<file path="config.mk">
export PLATFORM = sky130hd
export DESIGN_NAME = fifo_uart_tx
export DESIGN_NICKNAME = d
export VERILOG_FILES = /design/src/rtl/fifo_pkg.sv /design/src/rtl/uart_baud_tick.sv /design/src/rtl/fifo_uart_tx.sv
export SDC_FILE = /design/constraint.sdc
export NUM_CORES = 1
export LEC_CHECK = 0
export ABC_AREA = 1
export CAP_MARGIN = 25
export CORE_MARGIN = 3
export CORE_UTILIZATION = 50
export DETAILED_ROUTE_END_ITERATION = 10
export GPL_TIMING_DRIVEN = 0
export PLACE_DENSITY = 0.74
export SYNTH_ARGS = -nofsm -noshare
export SYNTH_HDL_FRONTEND = slang
export SYNTH_HIERARCHICAL = 1
export SYNTH_SLANG_ARGS = --single-unit
</file>
<file path="constraint.sdc">
create_clock -name clk -period 1.6 [get_ports clk]
set_input_delay 0.24 -clock clk [delete_from_list [all_inputs] [get_ports clk]]
set_output_delay 0.24 -clock clk [all_outputs]
set_load 0.02 [all_outputs]
</file>
<file path="src/rtl/fifo_pkg.sv">
// Shared types and defaults for the FIFO drain / UART transmit path.
package fifo_pkg;

    localparam int unsigned DEFAULT_CLKS_PER_BIT = 868;

    typedef enum logic [2:0] {
        IDLE  = 3'd0,
        POP   = 3'd1,
        LOAD  = 3'd2,
        START = 3'd3,
        DATA  = 3'd4,
        STOP  = 3'd5
    } uart_tx_state_t;

endpackage

</file>
<file path="src/rtl/uart_baud_tick.sv">
// Bit-period counter: counts 0..CLKS_PER_BIT-1, wraps, and flags the terminal count.
module uart_baud_tick #(
    parameter int unsigned CLKS_PER_BIT = 868,
    localparam int unsigned CW          = $clog2(CLKS_PER_BIT)
) (
    input  logic          clk,
    input  logic          rst,
    input  logic          i_clear,
    output logic          o_tick_c,
    output logic [CW-1:0] o_cnt
);

    logic [CW-1:0] r_cnt;
    logic          w_terminal;

    assign w_terminal = (r_cnt == CW'(CLKS_PER_BIT - 1));
    assign o_tick_c   = w_terminal && !i_clear;
    assign o_cnt      = r_cnt;

    always_ff @(posedge clk or posedge rst) begin
        if (rst) begin
            r_cnt <= '0;
        end else if (i_clear || w_terminal) begin
            r_cnt <= '0;
        end else begin
            r_cnt <= r_cnt + CW'(1);
        end
    end

endmodule

</file>
<file path="src/rtl/fifo_uart_tx.sv">
// Drains simple_fifo one word at a time and serialises each word as a start/data/stop
// UART frame, LSB first, with back-to-back frames when more data is waiting.
module fifo_uart_tx
    import fifo_pkg::*;
#(
    parameter int unsigned WIDTH        = 8,
    parameter int unsigned CLKS_PER_BIT = DEFAULT_CLKS_PER_BIT,
    parameter int unsigned STOP_BITS    = 1
) (
    input  logic             clk,
    input  logic             rst,
    input  logic             en,
    input  logic             fifo_empty,
    input  logic [WIDTH-1:0] fifo_data,
    output logic             fifo_rd,
    output logic             tx,
    output logic             busy,
    output logic             frame_done
);

    localparam int unsigned CW  = $clog2(CLKS_PER_BIT);
    localparam int unsigned BCW = (WIDTH > 1) ? $clog2(WIDTH) : 1;

    uart_tx_state_t   r_state;
    logic [WIDTH-1:0] r_shift;
    logic [BCW-1:0]   r_bit_cnt;
    logic             r_stop_cnt;
    logic             r_fifo_rd;
    logic             r_tx;
    logic             r_busy;
    logic             r_frame_done;

    logic             w_clear;
    logic             w_tick;
    logic [CW-1:0]    w_baud_cnt;
    logic             w_start;
    logic             w_last_stop_bit;
    logic             w_pre_last;

    assign w_clear         = (r_state == IDLE) || (r_state == POP) || (r_state == LOAD);
    assign w_start         = en && !fifo_empty;
    assign w_last_stop_bit = (r_stop_cnt == 1'(STOP_BITS - 1));
    // frame_done is registered, so it is raised one cycle ahead of the final stop cycle
    assign w_pre_last      = (r_state == STOP) && w_last_stop_bit &&
                             (w_baud_cnt == CW'(CLKS_PER_BIT - 2));

    uart_baud_tick #(
        .CLKS_PER_BIT (CLKS_PER_BIT)
    ) u_baud (
        .clk      (clk),
        .rst      (rst),
        .i_clear  (w_clear),
        .o_tick_c (w_tick),
        .o_cnt    (w_baud_cnt)
    );

    always_ff @(posedge clk or posedge rst) begin
        if (rst) begin
            r_state      <= IDLE;
            r_shift      <= '0;
            r_bit_cnt    <= '0;
            r_stop_cnt   <= 1'b0;
            r_fifo_rd    <= 1'b0;
            r_tx         <= 1'b1;
            r_busy       <= 1'b0;
            r_frame_done <= 1'b0;
        end else begin
            r_fifo_rd    <= 1'b0;
            r_frame_done <= w_pre_last;
            case (r_state)
                IDLE: begin
                    r_tx   <= 1'b1;
                    r_busy <= 1'b0;
                    if (w_start) begin
                        r_fifo_rd <= 1'b1;
                        r_busy    <= 1'b1;
                        r_state   <= POP;
                    end
                end
                POP: begin
                    r_state <= LOAD;
                end
                LOAD: begin
                    r_shift <= fifo_data;
                    r_tx    <= 1'b0;
                    r_state <= START;
                end
                START: begin
                    if (w_tick) begin
                        r_tx      <= r_shift[0];
                        r_shift   <= r_shift >> 1;
                        r_bit_cnt <= '0;
                        r_state   <= DATA;
                    end
                end
                DATA: begin
                    if (w_tick) begin
                        if (r_bit_cnt == BCW'(WIDTH - 1)) begin
                            r_tx       <= 1'b1;
                            r_stop_cnt <= 1'b0;
                            r_state    <= STOP;
                        end else begin
                            r_tx      <= r_shift[0];
                            r_shift   <= r_shift >> 1;
                            r_bit_cnt <= r_bit_cnt + BCW'(1);
                        end
                    end
                end
                STOP: begin
                    if (w_tick) begin
                        if (w_last_stop_bit) begin
                            // Chain straight into the next pop to avoid an idle gap
                            if (w_start) begin
                                r_fifo_rd <= 1'b1;
                                r_state   <= POP;
                            end else begin
                                r_busy  <= 1'b0;
                                r_state <= IDLE;
                            end
                        end else begin
                            r_stop_cnt <= r_stop_cnt + 1'b1;
                        end
                    end
                end
                default: begin
                    r_tx    <= 1'b1;
                    r_busy  <= 1'b0;
                    r_state <= IDLE;
                end
            endcase
        end
    end

    assign fifo_rd    = r_fifo_rd;
    assign tx         = r_tx;
    assign busy       = r_busy;
    assign frame_done = r_frame_done;

endmodule

</file>
==> summary.md <==
| Metric | Value |
|---|---|
| Status | `complete, no violations` |
| Clk slew on worst S/H paths | `around 0.15 ns` |
| Die Y-Extent | `~63 microns` |
| Initial DRT Pass Iterations | `4` |
| Nets | `around 270` |
| Drt initial violations | `between 70 and 80` |
| Part of the cycle the worst path needs | `a little over nine tenths` |
| Synth unique cells | `25` |
| Number of global-route vias before repair | `roughly 1.3k` |
| Placed instance count | `280` |
| CTS Buffer Depth | `2` |
| Skew final | `0.00606 ns` |
| Final Instance Area | `0.00199 sq mm` |
| Final Hold Fails | `0` |
| Pleak | `roughly 0.94 nW` |
| Post-Syn Area | `around 0.0016 sq mm` |
| Synthesized flop and latch total | `28` |
| Commonest non-fill, non-tap cells in the layout | `92 x nand2_1, 23 x nor2_1, 21 x dfrtp_1` |
| Class of the worst hold path | `in -> async` |
| Startpoint types | `register` |
| Power density over the cells | `approximately 1400 mW/mm^2` |
| Most common cell after layout, fill and taps aside | `nand2_1` |
| DR WL/cell | `~11 microns` |
| Detail Route Antenna Nets | `0` |
| Total grt overflow | `0` |
| Post-synth net total | `between 200 and 250` |
| TritonCTS buffer count | `3` |
| Die Area | `just under 0.004 sq mm` |
| Ports | `16` |
| Worst-path maximum fanout | `4` |
| Ys async rst share | `100%` |
| Post-Syn Instances | `roughly 220` |
| Pins Over Slew Limit | `0` |
| DP Area | `approximately 0.0018 sq mm` |
| Clock Root Buffer | `clkbuf_4` |
| Initial Utilization | `a little under three fifths` |
| Worst-Margin Slew | `approximately 0.69 ns` |
| RSZ-0062 raised after global routing | `true` |
| Relative slew slack | `around 54%` |
| Endpoints failing setup | `0` |
| Core area | `0.00292 sq mm` |
| Die Wd | `between 60 and 70 microns` |
| Global-route wire length before repair | `about 5700 microns` |
| VDD IR-drop max | `about 1 mV` |
| Total GRT Usage | `17.8%` |
| Detailed-route DRC error count | `0` |
| Synthesis Warnings | `6` |
| Post-Syn Area per Cell | `7.24 sq um` |
| Ratio of cells with drive above 1 in the final layout | `~20%` |
| Fmax | `around 650 MHz` |
| Antenna cells | `0` |
| Area grow syn2layout | `23.6%` |
| Crit end category | `register` |
| WP data arrival | `roughly 1.8 ns` |
| EDFF count, synth | `0` |
| Fillers | `approximately 250` |
| Kind of critical path | `reg -> reg` |
| Total power | `about 2.8 mW` |
| Port Buffers | `15` |
| Clock sinks | `28` |
| CTS tree | `done` |
| Largest net degree at the start of global routing | `19` |
| Via count | `around 1.4k` |
| Placement row count | `19` |
| Antenna violations before repair | `0` |
| Worst EP required | `approximately 1.8 ns` |
| Gpl congestion | `~0.91` |
| HPWL Detailed | `about 2200 microns` |
| Top FF cell, synth | `dfrtp_1` |
| DRT Wirelength | `between 3000 and 4000 microns` |
| Vias per cell | `around 4.7` |
| Maximum Capacitance Violations | `0` |
| Minimum clock period | `between 1.5 and 2 ns` |
| Worst-Skew Late Latency | `between 0.3 and 0.4 ns` |
| Seq/Total Area, Yosys | `between 40% and 50%` |
| Final Non-Filler Cells | `292` |
| CTS H-tree depth | `1` |
## through the flow
step / worst slack (ns) / setup TNS, ns / utilization, % / hold slack, ns
global route: -0.0946 / -0.277 / 68.2 / 0.226
CTS: 0.00615 / 0 / 65.1 / 0.201
global placement: -0.159 / -1.36 / 62.8 / 0.455
finish: 0.0538 / 0 / 68.2 / 0.199
detailed placement: -0.156 / -1.38 / 62.8 / 0.460
floorplan: 0.0302 / 0 / - / 0.0802
## path summary, 6_finish.rpt
check / from / endpoint / slack, ns / depth (start not counted)
worst max-delay path: u_baud/o_cnt[0] / r_state[0] / 0.05 / 11
max in group asynchronous: rst / r_state[0] / 0.78 / 2
worst max register to register: u_baud/o_cnt[0] / r_state[0] / 0.05 / 11
min in group clk: busy / busy / 0.49 / 2
worst min register to register: busy / busy / 0.49 / 2
worst min-delay path: rst / u_baud/o_cnt[9] / 0.20 / 2
## registers in the layout, summed over array words and instances, names as in the netlist
| name | cells |
|---|---|
| busy | 1 |
| fifo_rd | 1 |
| frame_done | 1 |
| r_bit_cnt | 3 |
| r_shift | 8 |
| r_state | 3 |
| tx | 1 |
| u_baud/o_cnt | 10 |
## timing repair
action / CTS / global route
setup endpoints to repair: 15 / 15
hold endpoints to repair: 0 / 0
resized for setup: 4 / 23
hold buffers: 0 / 0
pin swaps: 2 / 10
cloned: 0 / 1
setup buffers: 5 / 2
## routing by layer
metal	vias to the layer above	wire (microns)	GRT usage, %
met4	0	21	5.23
met3	2	110	2.88
met5	-	0	0
met1	608	1570	24.6
li1	748	-	-
met2	27	1450	28.8
## synth_stat cells (3+ instances only)
cell	instances	area, sq um
buf_4	3	22.5
inv_1	20	75.1
o21ai_0	6	30.0
nand3_1	10	50.1
dfrtp_1	27	676
nand2_2	3	18.8
nor2_2	4	25.0
nand4_1	5	31.3
nor2_1	27	101
nand2_1	94	353
ha_1	3	37.5
## power breakdown
group / switching [mW] / leakage [nW] / internal, mW / total (mW)
sequential: 0.139 / 0.361 / 0.907 / 1.05
combinational: 0.932 / 0.564 / 0.547 / 1.48
clock: 0.196 / 0.0150 / 0.0974 / 0.294
## area by class of cell
cell class | count | area (sq um) | area share, %
buffer | 3 | 22.5 | 1.13
clock buffer | 4 | 26.3 | 1.32
inverter | 23 | 96.3 | 4.83
multi-input combinational | 170 | 882 | 44.2
sequential | 28 | 709 | 35.6
tap | 42 | 52.6 | 2.63
timing repair buffer | 22 | 205 | 10.3
## worst max-delay path, stage by stage, from the launching register on
cell and delay [ns]:
dfrtp_2 0.41, ha_4 0.17, inv_4 0.04, nor3_4 0.10
nand3_2 0.11, nor2_4 0.15, buf_6 0.12, nor2_4 0.03
nor2_1 0.10, nand2_1 0.10, nand2_1 0.07, nand2_1 0.05
## cell families (layout without fill, tap and decap cells)
kind of cell             count (synthesis)  count (layout)  synth area share, %
AND/OR/NAND/NOR                        154             155                 42.2
AO/OA/AOI/OAI                            8               8                 2.87
flip-flops                              28              28                 43.5
buffers and inverters                   26              52                 6.90
XOR/XNOR                                 4               4                 2.17
adder cells (fa/ha/maj)                  3               3                 2.33
(Power assumes the default switching activity.)
